File: config.mk
export PLATFORM = sky130hd
export DESIGN_NAME = emu_run_ctrl
export DESIGN_NICKNAME = d
export VERILOG_FILES = /design/src/rtl/emu_run_ctrl.sv
export SDC_FILE = /design/constraint.sdc
export NUM_CORES = 1
export LEC_CHECK = 0
export CAP_MARGIN = 10
export CORE_UTILIZATION = 55
export CTS_CLUSTER_SIZE = 20
export DETAILED_ROUTE_END_ITERATION = 12
export PLACE_DENSITY_LB_ADDON = 0.08
export SLEW_MARGIN = 20
export SYNTH_ARGS = -nofsm -noshare
export SYNTH_HDL_FRONTEND = slang
export SYNTH_SLANG_ARGS = --single-unit
File: constraint.sdc
create_clock -name clk -period 4.3 [get_ports clk]
set_input_delay 0.43 -clock clk [delete_from_list [all_inputs] [get_ports clk]]
set_output_delay 0.43 -clock clk [all_outputs]
set_load 0.05 [all_outputs]
File: src/rtl/emu_run_ctrl.sv
// emu_run_ctrl: run/step controller for an emulation target.
// Owns the PAUSED/RUNNING/STEPPING state. Produces the DUT, FF-scan and RAM-scan clock enables
// from that state and the live model stall lines. Counts executed and stalled DUT cycles.
module emu_run_ctrl #(
    parameter int unsigned NUM_STALL = 2,
    parameter int unsigned CNT_WIDTH = 32
) (
    input  logic                 clk,
    input  logic                 rst,
    input  logic                 run_start,
    input  logic [CNT_WIDTH-1:0] run_cycles,
    input  logic                 pause_req,
    input  logic [NUM_STALL-1:0] stall,
    input  logic                 ff_scan,
    input  logic                 ram_scan,
    output logic                 dut_clk_en,
    output logic                 ff_clk_en,
    output logic                 ram_clk_en,
    output logic                 paused,
    output logic                 done,
    output logic [63:0]          cycle_count,
    output logic [63:0]          stall_count,
    output logic                 scan_err
);

    typedef enum logic [1:0] {StPaused, StRunning, StStepping} state_e;

    localparam logic [CNT_WIDTH-1:0] CntOne = {{(CNT_WIDTH-1){1'b0}}, 1'b1};

    state_e               state_q, state_d;
    logic [CNT_WIDTH-1:0] remaining_q, remaining_d;
    logic                 done_q, done_d;
    logic [63:0]          cycle_q, cycle_d;
    logic [63:0]          stall_cnt_q, stall_cnt_d;
    logic                 scan_err_q, scan_err_d;

    logic stall_any;
    logic active;
    logic dut_en;
    logic last_step;

    // State register and all registered bookkeeping, synchronous reset.
    always_ff @(posedge clk) begin
        if (rst) begin
            state_q     <= StPaused;
            remaining_q <= '0;
            done_q      <= 1'b0;
            cycle_q     <= '0;
            stall_cnt_q <= '0;
            scan_err_q  <= 1'b0;
        end else begin
            state_q     <= state_d;
            remaining_q <= remaining_d;
            done_q      <= done_d;
            cycle_q     <= cycle_d;
            stall_cnt_q <= stall_cnt_d;
            scan_err_q  <= scan_err_d;
        end
    end

    // Next-state logic: start decode in PAUSED, pause handling, step countdown.
    always_comb begin
        state_d     = state_q;
        remaining_d = remaining_q;
        unique case (state_q)
            StPaused: begin
                // A coincident pause request wins and the start pulse is dropped.
                if (run_start && !pause_req) begin
                    if (run_cycles == '0) begin
                        state_d = StRunning;
                    end else begin
                        state_d     = StStepping;
                        remaining_d = run_cycles;
                    end
                end
            end
            StRunning: begin
                if (pause_req) begin
                    state_d = StPaused;
                end
            end
            StStepping: begin
                // Stalled cycles do not consume the step budget.
                if (dut_en) begin
                    remaining_d = remaining_q - CntOne;
                end
                if (last_step || pause_req) begin
                    state_d = StPaused;
                end
            end
            default: state_d = StPaused;
        endcase
    end

    // Outputs: clock enables are combinational from registered state and live stall/scan.
    always_comb begin
        stall_any  = |stall;
        active     = (state_q != StPaused);
        paused     = !active;
        dut_en     = active && !stall_any;
        last_step  = (state_q == StStepping) && dut_en && (remaining_q == CntOne);
        dut_clk_en = dut_en;
        ff_clk_en  = dut_en || (paused && ff_scan);
        ram_clk_en = dut_en || (paused && ram_scan);
        done        = done_q;
        cycle_count = cycle_q;
        stall_count = stall_cnt_q;
        scan_err    = scan_err_q;
    end

    // Counters, done pulse and sticky scan error; counters wrap silently.
    always_comb begin
        done_d      = last_step;
        cycle_d     = cycle_q + 64'(dut_en);
        stall_cnt_d = stall_cnt_q + 64'(active && stall_any);
        scan_err_d  = scan_err_q || (active && (ff_scan || ram_scan));
    end

endmodule
# After elaboration in Yosys (flattened, before gate mapping)
# Cells that the tools add are included.
# Widths: inputs -> output; s select.
[op_classes]
addsub = 3
multipliers = 0
div = 0
order_cmp = 0
eq_ne = 8
shift = 0
mux = 9
n_bitwise = 0
reduce_logical = 23
[op_table]
columns = ["op", "n"]
rows = [
  ["$add 64x1->64", 2],
  ["$mux 32", 3],
  ["$pmux 32 s2", 1],
  ["$eq 32x1->1 const B", 1],
  ["$logic_not 32->1", 1],
  ["$sub 32x1->32 const B", 1],
  ["$ne 2x2->1 const B", 5],
  ["$logic_and 1x1->1", 8],
  ["$mux 2", 4],
  ["$pmux 2 s3", 1],
  ["$logic_or 1x1->1", 5],
  ["$reduce_and 4->1", 1],
  ["$reduce_bool 2->1", 2],
  ["$logic_not 1->1", 3],
  ["$reduce_and 3->1", 1],
  ["$eq 2x1->1 const B", 1],
  ["$eq 2x2->1 const B", 1],
  ["$logic_not 2->1", 1],
  ["$reduce_or 2->1", 1],
]
[word_totals]
reg_bits = 164
latch_bits = 0
ram_bits = 0
rom_bits = 0
inputBits = 40
out_inout_bits = 134
elab_cells = 49
memories = 0

# Longest topological paths before layout
# Gate-level depths: netlist (run 1).
[depth]
word_depth = 8
depth_mapped = 11
depth_no_buf = 9

# Worst setup path after synthesis (run 1)
# Ideal clock, no wire load.
[synth_timing]
path_type = "reg2reg"
start = "register state_q[1]"
end = "register cycle_q[53] (netlist: cycle_count[53])"
setup_time_ns = 0.132
arrival_ns = 4.139
t_required_ns = 4.168
path_slack_ns = 0.029
stages_incl_launch_ff = 12
path_buffers = 3
synth_period_minus_slack_ns = 4.271
cell_sequence = "dfxtp_1 -> clkbuf_1 -> nor2_1 -> nor3_1 -> ha_1 -> nand2_1 -> nor4b_2 -> nand3_1 -> clkbuf_1 -> clkbuf_1 -> o31ai_1 -> a21oi_1"
[synth_between]
elab_chain_len = 3
[synth_rtl]
columns = ["element", "line", "text"]
rows = [
  ["start, declared", "30", "state_e state_q, state_d;"],
  ["start signal, assigned", "45", "state_q <= StPaused;"],
  ["start signal, assigned", "52", "state_q <= state_d;"],
  ["$reduce_bool 2->1", "98", "active = (state_q != StPaused);"],
  ["$logic_and 1x1->1", "100", "dut_en = active && !stall_any;"],
  ["net dut_clk_en", "16", "output logic dut_clk_en,"],
  ["$add 64x1->64", "114", "cycle_d = cycle_q + 64'(dut_en);"],
  ["end signal, assigned", "55", "cycle_q <= cycle_d;"],
  ["end, declared", "33", "logic [63:0] cycle_q, cycle_d;"],
]
# The timed path passes the listed nets, and every way through them passes these cells.
# A chain may end at the register's enable or synchronous reset.

# Final worst setup path (run 1)
[layout_timing]
start = "register state_q[1]"
end = "register stall_cnt_q[41] (netlist: stall_count[41])"
[layout_between]
elab_chain_len = 3
[layout_rtl]
columns = ["element", "line", "text"]
rows = [
  ["$reduce_bool 2->1", "98", ""],
  ["$logic_and 1x1->1", "115", "stall_cnt_d = stall_cnt_q + 64'(active && stall_any);"],
  ["$add 64x1->64", "115", ""],
  ["end signal, assigned", "56", "stall_cnt_q <= stall_cnt_d;"],
  ["end, declared", "34", "logic [63:0] stall_cnt_q, stall_cnt_d;"],
]
# Every way passes these cells.

==> impl_metrics.py, run 1 <==
metrics = {
    "outcome": {
        "status": "completed",
    },
    "floorplan": {
        "row_count": 44,
        "initial_core_util_pct": 56.6,
        "chipHeight_um": 124,
        "die_w_um": 124,
        "core_area_um2": 14500,
        "ios": 174,
        "die_area_um2": 15400,
    },
    "cts": {
        "postCtsHoldBufs": 0,
        "clkLatencyLatePin_ps": 430,
        "clockRootBuffer": "clkbuf_16",
        "clk_pin_slew_ps": 60,
        "cts_resized": 0,
        "cts_buffer_depth": 2,
        "postCtsSetupBuffers": 0,
        "cts.sinks": 164,
        "cts_buffers": 17,
        "cts_htree_levels": 4,
        "cts_tree": "built",
    },
    "placement": {
        "routabilityCongestion": 0.851,
        "io_buffers": 173,
        "dp_hpwl_um": 14700,
        "placedCellCount": 1324,
    },
    "finish": {
        "drive_gt1_share_pct": 4.87,
        "fin_cells": 1355,
        "diodes": 0,
        "nets": 1205,
        "area_growth_pct": 29.4,
    },
    "synthesis": {
        "yosysSeqAreaShare_pct": 39.9,
        "yosys-top-cells-area": "dfxtp_1 40%, a21oi_1 5.9%, or4_1 5.6%",
        "ys_ff_latch": 164,
        "synthCells": 1012,
        "synth_top_area_share_pct": 39.9,
        "yosys_warnings": 0,
        "synthesis.nets": 1058,
        "synth_edf_count": 0,
        "ys_async_sr_fraction_pct": 0,
        "syn_area_um2": 8220,
        "yosysTopAreaCell": "dfxtp_1",
        "synthFlopType": "dfxtp_1",
        "syn_avg_cell_area_um2": 8.12,
        "ys_types": 58,
    },
    "global_routing": {
        "gr-usage-all-layers_pct": 27.4,
        "grt_max_degree": 93,
        "gr-total-overflow": 0,
        "first_global_vias": 7529,
        "antenna_found_initial": 0,
        "grt_first_pass_wirelength_um": 35800,
    },
    "timing": {
        "final_hold_viol_count": 0,
        "fmax_mhz": 331,
        "final.setup.tns_ps": 0,
        "period_minus_slack_ps": 3020,
        "final-setup-viol-count": 0,
        "slew_viol_final": 0,
        "worst_pin_slew_ps": 781,
        "relSlewSlack_pct": 47.9,
        "rsz0062_at_grt": "no",
        "fin_skew_ps": 10.3,
        "period_share_pct": 70.2,
    },
    "setup_path": {
        "worst_path_most_repeated_cell": "nor2_1",
        "cp_cell_sequence": "nor2_1 -> nor2_1 -> ha_1 -> nand3_1 -> nor4_2 -> nand4_1 -> or4_1 -> a21oi_1",
        "endpoint_kind": "register",
        "start_kind": "register",
        "worst-path-max-fanout": 13,
        "crit_buf_inv": 0,
        "worstSetupPathType": "reg2reg",
        "slowest_delay_ps": 650,
        "cp_top_family": "simple AND/OR/NAND/NOR gates",
        "cp.required_ps": 4650,
        "cp_slowest_cell": "or4_1",
        "arrival_ps": 3370,
    },
    "pwr": {
        "p_per_area_nw_per_um2": 311,
        "power_leakage_nw": 3.41,
        "ir_drop_uv": 268,
    },
    "route": {
        "route.detailed.drc": 0,
        "routed_wl_um": 21600,
        "ant_nets": 0,
        "drtIter0Drc": 657,
        "wire_per_inst_um": 15.9,
        "vias_per_cell": 6.22,
        "vias": 8430,
        "drt_pre_antenna_iters": 6,
    },
    "job": {
        "cap_violations": 0,
    },
    "worst_hold_path": {
        "hold_path_class": "reg2reg",
    },
}
[placed cells by master (no fill, tap or decap), types with 4 or more instances in the layout]
cell,n
buf_4,12
nand2b_1,6
clkbuf_16,17
ha_1,6
a21o_1,8
a31oi_1,5
o31ai_1,55
dfxtp_1,164
a21oi_1,97
clkinv_2,4
or4_1,61
and2_1,7
o21ai_0,46
o22ai_1,11
inv_1,23
nor3_1,21
or3_1,25
xor2_1,31
xnor2_1,17
nor2_1,83
nor2b_1,11
and3_1,11
nor4_1,14
nand3_1,60
or2_2,4
and4_1,19
nand4_1,47
nand2_1,74
clkdlybuf4s50_1,172
[state kept, by name (all words and copies together), names as in the netlist]
signal / flops
cycle_count: 64
state_q: 2
done: 1
stall_count: 64
scan_err: 1
remaining_q: 32
[through the flow]
step           instance area, um2  utilization (%)  total power [mW]  hold slack, ps  worst slack, ps
4_1_cts                     10600             73.2              3.32             492             1290
6_report                    10600             73.2              3.31             478             1280
3_3_place_gp                10100             69.3              1.84             458             1190
5_1_grt                     10600             73.2              3.42             505              935
3_5_place_dp                10100             69.3              1.85             463             1050
2_1_floorplan                8220                -              1.75             443             29.2
[worst min-delay path: cells and delay by family, from the launching register on]
family        cells  cell delay (ps)
flops             1              330
simple gates      2              120
[where the power goes]
part           total, mW  internal [mW]  switching, mW
Sequential          1.56           1.54         0.0194
Combinational      0.259          0.105          0.154
Clock               1.50          0.881          0.617
[layer usage]
metal | track usage (%) | part of all wire [%] | routed length [um] | up-vias
met5 | 0 | 0 | 0 | -
li1 | - | - | - | 4114
met2 | 43.6 | 47 | 10100 | 276
met4 | 11.2 | 1.9 | 418 | 0
met1 | 36.5 | 46 | 9820 | 4001
met3 | 5.20 | 5.5 | 1200 | 39
[logic make-up after synthesis]
logic type / share of synthesized area, %
xor gates and xnor gates: 5.11
adders and majority gates: 0.913
DFF: 39.9
buffers and inverters: 3.85
muxes: 0.381
and+or+nand+nor: 30.9
AOI/OAI and AO/OA: 18.9
[final cells by class]
| type | instances | area (um2) |
|---|---|---|
| clock buffer | 22 | 464 |
| clock inverter | 9 | 104 |
| fill | 1163 | 3890 |
| inverter | 23 | 86.3 |
| multi-input combinational | 768 | 4640 |
| sequential | 164 | 3280 |
| tap | 184 | 230 |
| timing repair buffer | 185 | 1830 |
[cells in the mapped netlist (3+ instances only)]
cell type,instances
a21o_1,8
a21oi_1,97
a2bb2oi_1,3
a31oi_1,5
and2_1,7
and3_1,11
and4_1,19
buf_1,3
clkbuf_1,51
dfxtp_1,164
ha_1,6
inv_1,23
nand2_1,74
nand2b_1,6
nand3_1,60
nand4_1,47
nor2_1,83
nor2b_1,11
nor3_1,21
nor3b_1,3
nor4_1,15
o21ai_0,46
o22ai_1,11
o31a_1,3
o31ai_1,56
o41ai_1,3
or2_2,4
or3_1,25
or4_1,61
xnor2_1,17
xor2_1,31
[final timing paths]
kind	start	to	slack [ps]	cells after the start
min	scan_err$_SDFF_PP0_	scan_err$_SDFF_PP0_	480	2
max	state_q[1]$_SDFFE_PP0P_	stall_count[41]$_SDFF_PP0_	1280	8
max reg2reg	state_q[1]$_SDFFE_PP0P_	stall_count[41]$_SDFF_PP0_	1280	8
min reg2reg	scan_err$_SDFF_PP0_	scan_err$_SDFF_PP0_	480	2
(Power assumes the default switching activity.)
==> run 2: changes to the inputs <==
- CORE_UTILIZATION: 55 -> 47
- clock period: 4.3 -> 2.52 ns (I/O delays scaled with it)
==> impl_metrics.py, run 2 (same netlist as run 1, synthesis figures left out) <==
metrics = {
    "finish": {
        "layout_common_cells": "169 x clkdlybuf4s50_1, 159 x dfxtp_1, 97 x a21oi_1",
        "stdcell_area_um2": 11200,
        "area_growth_pct": 36.7,
        "final_common_cell": "clkdlybuf4s50_1",
        "diodes": 0,
        "fin_cells": 1453,
        "finish.utilization_pct": 66.8,
        "drive_gt1_share_pct": 11.0,
        "nets": 1266,
    },
    "route": {
        "routed_wl_um": 22900,
        "drtIter0Drc": 618,
        "wire_per_inst_um": 15.8,
        "route.detailed.drc": 0,
        "drt_pre_antenna_iters": 5,
        "vias": 8596,
        "vias_per_cell": 5.92,
        "ant_nets": 0,
    },
    "setup_path": {
        "rr_worst_depth": 5,
        "cp.required_ps": 2890,
        "arrival_ps": 2720,
        "endpoint_kind": "register",
        "slowest_delay_ps": 710,
        "start_kind": "register",
        "cp_slowest_cell": "or4_4",
        "worst-path-max-fanout": 36,
        "crit_buf_inv": 0,
        "cp_cell_sequence": "nand4_2 -> or2_1 -> or4_4 -> or4_1 -> a21oi_1",
        "cp.depth": 5,
        "cp_top_family": "simple AND/OR/NAND/NOR gates",
        "worstSetupPathType": "reg2reg",
    },
    "global_routing": {
        "grt_max_degree": 42,
        "antenna_found_initial": 0,
        "gr-usage-all-layers_pct": 25.2,
        "grt_first_pass_wirelength_um": 37100,
        "gr-total-overflow": 0,
        "first_global_vias": 7512,
    },
    "pwr": {
        "p_int_mw": 4.14,
        "seq_power_share_pct": 47.5,
        "p_switching_mw": 1.44,
        "ir_drop_uv": 469,
        "pwr-share-clk_pct": 43.6,
        "power_frac_comb_pct": 8.8,
        "power_mw": 5.58,
        "p_per_area_nw_per_um2": 497,
        "power_leakage_nw": 3.73,
        "netSwitchingFraction_pct": 25.9,
    },
    "timing": {
        "rsz0062_at_grt": "no",
        "fin_skew_ps": 12.2,
        "period_minus_slack_ps": 2350,
        "slew_viol_final": 0,
        "fmax_mhz": 425,
        "worst_pin_slew_ps": 605,
        "final_hold_viol_count": 0,
        "period_share_pct": 93.4,
        "whs_ps": 240,
        "final-setup-viol-count": 0,
        "relSlewSlack_pct": 59.5,
    },
    "floorplan": {
        "core_area_um2": 16800,
        "chipHeight_um": 134,
        "initial_core_util_pct": 48.9,
        "ios": 174,
        "row_count": 47,
        "die_area_um2": 18000,
        "die_w_um": 134,
    },
    "cts": {
        "clkLatencyLatePin_ps": 430,
        "cts.sinks": 164,
        "cts_htree_levels": 4,
        "clk_pin_slew_ps": 70,
        "cts_buffer_depth": 2,
        "clockRootBuffer": "clkbuf_16",
        "cts_tree": "built",
        "cts_buffers": 17,
    },
    "placement": {
        "io_buffers": 173,
        "routabilityCongestion": 0.848,
        "place_area_um2": 10700,
        "placedCellCount": 1420,
        "dp_hpwl_um": 16300,
    },
    "job": {
        "cap_violations": 0,
    },
    "worst_hold_path": {
        "hold_path_class": "in2reg",
        "hold_depth": 2,
    },
    "outcome": {
        "status": "completed",
    },
}
run 2: changes by cell type in the layout (fill, tap and decap cells not counted), moves of 3 or more:
cell	previous run	this run
clkinv_4	0	3
clkinv_2	4	1
dfxtp_1	164	159
dfxtp_2	0	5
clkdlybuf4s50_1	172	169
buf_12	1	5
buf_4	12	72
run 2: repair_timing:
item / in CTS / in global routing
setup buffers: 0 / 1
hold buffers: 0 / 0
setup endpoints to repair: 0 / 15
gates resized for setup: 0 / 1
run 2: cell type report:
class	count	area [um2]
clock inverters	12	98.8
well taps	220	275
fillers	1440	5580
repair buffers	246	2330
inverters	23	86.3
multi-input cells	768	4710
flip-flops and latches	164	3290
clock buffers	20	447
run 2: layer usage:
layer	share of wire (%)	vias up	track usage (%)
li1	-	4259	-
met1	46	4079	34.6
met2	47	240	40.6
met3	6.3	18	5.29
met4	0.86	0	5.93
met5	0	-	0
run 2: per-stage QoR:
| stage | setup TNS, ps | setup slack [ps] |
|---|---|---|
| after floorplan | -5550 | -277 |
| after global placement | -4420 | -174 |
| after detailed placement | -6180 | -216 |
| after CTS | 0 | 55.1 |
| after global routing | 0 | 6.87 |
| final | 0 | 166 |
run 2: worst paths after layout:
check                                                 from                          to  slack, ps
worst min-delay path                                   rst   stall_count[3]$_SDFF_PP0_        240
worst max register to register  cycle_count[38]$_SDFF_PP0_  cycle_count[50]$_SDFF_PP0_        170
worst min register to register         scan_err$_SDFF_PP0_         scan_err$_SDFF_PP0_        470
worst max-delay path            cycle_count[38]$_SDFF_PP0_  cycle_count[50]$_SDFF_PP0_        170
run 2: power by group through the flow:
stage                     combinational (mW)  clock [mW]  sequential [mW]
final                                  0.493        2.44             2.65
after CTS                              0.488        2.46             2.65
after global routing                   0.538        2.59             2.66
after floorplan                        0.287           0             2.71
after global placement                 0.482           0             2.71
after detailed placement               0.485           0             2.71
==> run 3: changes to the inputs <==
- GPL_ROUTABILITY_DRIVEN: default -> 0
==> results of run 3 <==
No change in the layout: final DEF, timing and power equal those of run 2.
